==> config.mk <==
export PLATFORM = sky130hd
export DESIGN_NAME = frame_layer_arbiter
export DESIGN_NICKNAME = d
export VERILOG_FILES = /design/src/rtl/frame_layer_arbiter.sv
export SDC_FILE = /design/constraint.sdc
export NUM_CORES = 1
export LEC_CHECK = 0
export ABC_AREA = 1
export CORE_MARGIN = 5
export CORE_UTILIZATION = 37
export DETAILED_ROUTE_END_ITERATION = 10
export PLACE_DENSITY = 0.75
export SLEW_MARGIN = 20
export SYNTH_ARGS = -nofsm -noshare
export SYNTH_HDL_FRONTEND = slang
export SYNTH_SLANG_ARGS = --single-unit
==> constraint.sdc <==
create_clock -name clk -period 1.1 [get_ports clk]
set_input_delay 0.11 -clock clk [delete_from_list [all_inputs] [get_ports clk]]
set_output_delay 0.11 -clock clk [all_outputs]
set_load 0.05 [all_outputs]
==> src/rtl/frame_layer_arbiter.sv <==
// Pixel layer arbiter: fixed-priority HUD/bird/pig/block/background mux
// with per-frame bird collision flags, a collision pulse and a frame counter.
// Ports: clk, resetN (async, active-low), startOfFrame, per-layer DrawReq/RGB,
// boardersDrawReq, BG_RGB -> RGBOut, layerSel, col* flags,
// collisionPulse, frameCount.
module frame_layer_arbiter #(
  parameter logic [7:0] TRANSPARENT = 8'hFF,
  parameter int         FRAME_CNT_W = 8
) (
  input  logic                   clk,
  input  logic                   resetN,
  input  logic                   startOfFrame,
  input  logic                   hudDrawReq,
  input  logic [7:0]             hudRGB,
  input  logic                   birdDrawReq,
  input  logic [7:0]             birdRGB,
  input  logic                   pigDrawReq,
  input  logic [7:0]             pigRGB,
  input  logic                   blockDrawReq,
  input  logic [7:0]             blockRGB,
  input  logic                   boardersDrawReq,
  input  logic [7:0]             BG_RGB,
  output logic [7:0]             RGBOut,
  output logic [2:0]             layerSel,
  output logic                   colBirdPig,
  output logic                   colBirdBlock,
  output logic                   colBirdBorder,
  output logic                   collisionPulse,
  output logic [FRAME_CNT_W-1:0] frameCount
);

  typedef enum logic {WAIT_SOF, ACTIVE} state_t;

  state_t     state;
  state_t     state_nx;
  logic [2:0] acc;
  logic [2:0] acc_nx;
  logic [2:0] ov;
  logic       publish;
  logic [7:0] pix_nx;
  logic [2:0] sel_nx;

  logic hud_on;
  logic bird_on;
  logic pig_on;
  logic block_on;

  assign hud_on   = hudDrawReq   && (hudRGB   != TRANSPARENT);
  assign bird_on  = birdDrawReq  && (birdRGB  != TRANSPARENT);
  assign pig_on   = pigDrawReq   && (pigRGB   != TRANSPARENT);
  assign block_on = blockDrawReq && (blockRGB != TRANSPARENT);

  // bit 0 bird/pig, bit 1 bird/block, bit 2 bird/border; HUD never collides
  assign ov = {bird_on && boardersDrawReq,
               bird_on && block_on,
               bird_on && pig_on};

  always_comb begin
    pix_nx = BG_RGB;
    sel_nx = 3'd0;
    if (hud_on) begin
      pix_nx = hudRGB;
      sel_nx = 3'd4;
    end else if (bird_on) begin
      pix_nx = birdRGB;
      sel_nx = 3'd3;
    end else if (pig_on) begin
      pix_nx = pigRGB;
      sel_nx = 3'd2;
    end else if (block_on) begin
      pix_nx = blockRGB;
      sel_nx = 3'd1;
    end
  end

  // SOF cycle overlaps seed the new frame rather than the published one
  always_comb begin
    state_nx = state;
    acc_nx   = acc;
    publish  = 1'b0;
    unique case (state)
      WAIT_SOF: begin
        acc_nx = 3'b000;
        if (startOfFrame) state_nx = ACTIVE;
      end
      ACTIVE: begin
        if (startOfFrame) begin
          publish = 1'b1;
          acc_nx  = ov;
        end else begin
          acc_nx = acc | ov;
        end
      end
    endcase
  end

  always_ff @(posedge clk or negedge resetN) begin
    if (!resetN) begin
      state <= WAIT_SOF;
      acc   <= 3'b000;
    end else begin
      state <= state_nx;
      acc   <= acc_nx;
    end
  end

  always_ff @(posedge clk or negedge resetN) begin
    if (!resetN) begin
      RGBOut   <= 8'h00;
      layerSel <= 3'd0;
    end else begin
      RGBOut   <= pix_nx;
      layerSel <= sel_nx;
    end
  end

  always_ff @(posedge clk or negedge resetN) begin
    if (!resetN) begin
      colBirdPig     <= 1'b0;
      colBirdBlock   <= 1'b0;
      colBirdBorder  <= 1'b0;
      collisionPulse <= 1'b0;
      frameCount     <= '0;
    end else begin
      collisionPulse <= 1'b0;
      if (publish) begin
        colBirdPig     <= acc[0];
        colBirdBlock   <= acc[1];
        colBirdBorder  <= acc[2];
        collisionPulse <= |acc;
        frameCount     <= frameCount + FRAME_CNT_W'(1);
      end
    end
  end

endmodule
-- Yosys cells after proc, flatten, opt, wreduce, memory -nomap -nowiden
Index checks and enable logic that the tools add are counted.
- bits in registers: 27
- bits in latches: 0
- RAM bits: 0
- bits in read-only memories: 0
- bits of input ports: 48
- output and inout bits: 23
- logic and storage cells: 38
- memories kept: 0
- add/sub/neg operators: 1
- $mul: 0
- div/mod/pow operators: 0
- order comparisons: 0
- equality and inequality tests: 4
- shift-type cells: 0
- multiplexer cells: 14
- bitwise operators: 2
- reduce and logical (&&, ||, !) cells: 8
- operators with widths (operator ; count):
    8-bit two-way mux ; 4
    8-bit != test, second input constant ; 4
    8-bit by 1-bit adder with 8-bit output, second input constant ; 1
    1-bit logical AND ; 7
    3-bit two-way mux ; 2
    3-bit one-hot mux with 2 select lines ; 1
    1-bit two-way mux ; 5
    2-bit two-way mux ; 2
    3-bit bitwise OR ; 1
    3-bit OR reduction ; 1
    1-bit inverter ; 1

-- Depth between registers and ports, before layout
- word-level depth: 6
- depth in mapped cells: 8
- depth with buffers taken out: 8

-- Worst setup path before layout
OpenSTA, ideal clock, no wires.
- kind: reg2reg
- from: reg frameCount[1]
- to: reg frameCount[6]
- library setup time: 0.082 ns
- arrival: 1.434 ns
- data required time: 1.018 ns
- slack: -0.416 ns
- stages on the path, launching flop included: 7
- buffers on the path: 0
- period minus slack after synthesis: 1.516 ns
- cell sequence: dfrtp_1 ha_1 inv_1 nor2_1 nand3_1 nor2_1 xor2_1
- cells in the longest elaborated chain, start to end: 1
- RTL lines (item ; line ; source):
    from (decl) ; 29 ; output logic [FRAME_CNT_W-1:0] frameCount
    from (signal assigned) ; 131 ; frameCount <= frameCount + FRAME_CNT_W'(1);
    8-bit by 1-bit adder with 8-bit output ; 131 ;
No other way between the ends.
A chain may end at the register's enable or synchronous reset.

-- Final worst setup path
- from: reg frameCount[1]
- to: reg frameCount[7]
Same word-level chain as after synthesis.

==> flow_summary.toml <==
[run_status]
outcome = "finished with violations"
violations = "setup timing"

[cells_and_area]
drive_above_1_share = 0.360
mostFrequentLayoutCell = "nand2_1"
nets = 381
final_cell_area_um2 = 3090
final_cell_mix = "nand2_1 (59), buf_4 (36), nor2_1 (32)"
diodes = 0
nFillCells = 267
area_growth_pct = 101

[detailed_routing]
vias = 1830
wire_per_inst_um = 13.1
vias_per_cell = 4.80
drtIter0Drc = 63
drtPass1Iterations = 4
drtAntennaViolNets = 0
wirelength_um = 4980
drc = 0

[placed_design]
port_buffers = 70
post-dp-hpwl_um = 3640
gp_congestion = 0.885
dpl-instance-area_um2 = 2810
pre_cts_slack_ns = -0.439

[clock_tree]
clkLatencyLatePin_ns = 0.26
holdBufCountCts = 0
clk_path_buf_depth = 2
ctsHtreeMaxLevel = 1
clock-sinks = 27
cts_root_buffer = "clkbuf_8"
cts.clk_slew.worst_paths_ns = 0.09
cts_buffers = 3
cts_tree = "done"

[critical_path]
cp-start-kind = "flop"
worst-path-max-fanout = 3
endpoint_kind = "flop"
criticalPathCategory = "reg -> reg"
crit_required_ns = 1.26
critical_path_arrival_ns = 1.38

[yosys]
synthDistinctLibCells = 21
synthArstFlopShare = 1.00
yosys_warnings = 0
ys_ff_latch = 27
synth_top_area_cell = "dfrtp_1"
synthTopCellsByArea = "dfrtp_1 (44%), nand2_1 (17%), nor2_1 (10%), nand3_1 (8.5%), a21oi_1 (4.2%)"
synth_edf_count = 0
synth_area_um2 = 1540
postSynthNetCount = 260
synthCells = 211
yosysTopAreaCellShare = 0.440
seq_area_frac_synth = 0.440
postSynthAreaPerCell_um2 = 7.28
synth_flop_cell = "dfrtp_1"

[floorplanning]
dieArea_um2 = 5540
coreArea_um2 = 4000
die_h_um = 74.4
rows = 23
die_width_um = 74.4
start_util = 0.384
io-pin-count = 71

[sta]
maxSlewViolCount = 0
whs_ns = 0.190
fin_crit_ns = 1.22
min_period_over_period = 1.11
fmax_mhz = 819
hold_violations = 0
setup_tns_ns = -0.274
setup_slack_ns = -0.121
tightestPinTransition_ns = 0.228
rsz0062_at_grt = "true"
finalSetupViolCount = 6
finalClockSkew_ns = 0.00339
maxSlewHeadroom = 0.848

[run]
drv_cap = 0

[grt]
grt_pass1_vias = 1821
grt_use_total = 0.175
grt_max_degree = 28
antenna_found_initial = 0
grt_pass1_wl_um = 7700
grt_overflow = 0

[power]
power_per_cell_area_nw_per_um2 = 1410
leakagePower_uw = 0.00157
vdd_drop_max_mv = 0.767
power_uw = 4360

[hold_path]
min_path_type = "in -> async"
[worst max-delay path: stages (launching register included)]
cell,delay [ns]
dfrtp_2,0.42
nand2_2,0.08
nor3_4,0.19
and2_4,0.19
nand2_2,0.05
o21ai_1,0.11
nand2_1,0.06
[synth_stat cells (2+ instances only)]
library cell / count
a21oi_1: 13
buf_2: 2
dfrtp_1: 27
inv_1: 9
nand2_1: 68
nand2_2: 5
nand2_4: 4
nand3_1: 26
nor2_1: 41
nor2_2: 2
xnor2_1: 2
xor2_1: 3
[repair_timing]
item                                   4_1_cts  5_1_grt
setup buffers                                3        9
gates resized for setup                     43       27
setup endpoints to repair                   17       17
endpoints found under the hold margin        0        0
cloned                                       3        1
pin swaps                                   18       13
[report_power, final]
part           internal [uW]  total [uW]  switching, uW  leakage (uW)
sequential              1180        1410            231      0.000320
clock                    256         544            288     0.0000217
combinational           1240        2410           1170       0.00123
[worst paths after layout]
path	from	to	slack (ns)	cells past startpoint
worst max-delay path	frameCount[1]$_DFFE_PN0P_	frameCount[7]$_DFFE_PN0P_	-0.12	6
worst min-delay path	resetN	frameCount[3]$_DFFE_PN0P_	0.19	2
worst max register to register	frameCount[1]$_DFFE_PN0P_	frameCount[7]$_DFFE_PN0P_	-0.12	6
worst min register to register	acc[0]$_DFF_PN0_	colBirdPig$_DFFE_PN0P_	0.52	2
max in group asynchronous	resetN	frameCount[0]$_DFFE_PN0P_	0.74	2
min in group clk	hudRGB[2]	RGBOut[2]$_DFF_PN0_	0.19	3
[area by class of cell]
class	count	area (um^2)	share of cell area
Clock inverter	1	7.51	0.00243
Multi-Input combinational cell	174	933	0.302
Tap cell	50	62.6	0.0202
Clock buffer	3	41.3	0.0133
Sequential cell	27	679	0.220
Inverter	10	45.0	0.0146
Timing Repair Buffer	116	1320	0.428
[through the flow]
step	cells	util
after floorplan	211	-
after global placement	362	0.703
after detailed placement	362	0.703
after CTS	372	0.735
after global routing	381	0.773
final	381	0.773
[sequential cells by signal (all words and copies together) (netlist names)]
name            flops
RGBOut              8
acc                 3
colBirdBlock        1
colBirdBorder       1
colBirdPig          1
collisionPulse      1
frameCount          8
layerSel            3
state               1
[routing by layer]
layer | up-vias | part of all wire | routed length, um | GRT usage
met4 | 0 | 0.038 | 188 | 0.0672
met1 | 828 | 0.40 | 1980 | 0.200
met3 | 16 | 0.082 | 407 | 0.0541
met5 | - | 0 | 0 | 0
met2 | 76 | 0.48 | 2400 | 0.306
li1 | 910 | - | - | -
[kinds of logic (layout without fill, tap and decap cells)]
group,after synthesis,in the layout,share of synthesized area
XOR/XNOR,5,5,0.0285
flip-flops,27,27,0.440
AND/OR/NAND/NOR,148,151,0.421
AO/OA/AOI/OAI,16,17,0.0546
adder cells (fa/ha/maj),1,1,0.00815
buffers and inverters,14,130,0.0481
(Power assumes the default switching activity.)
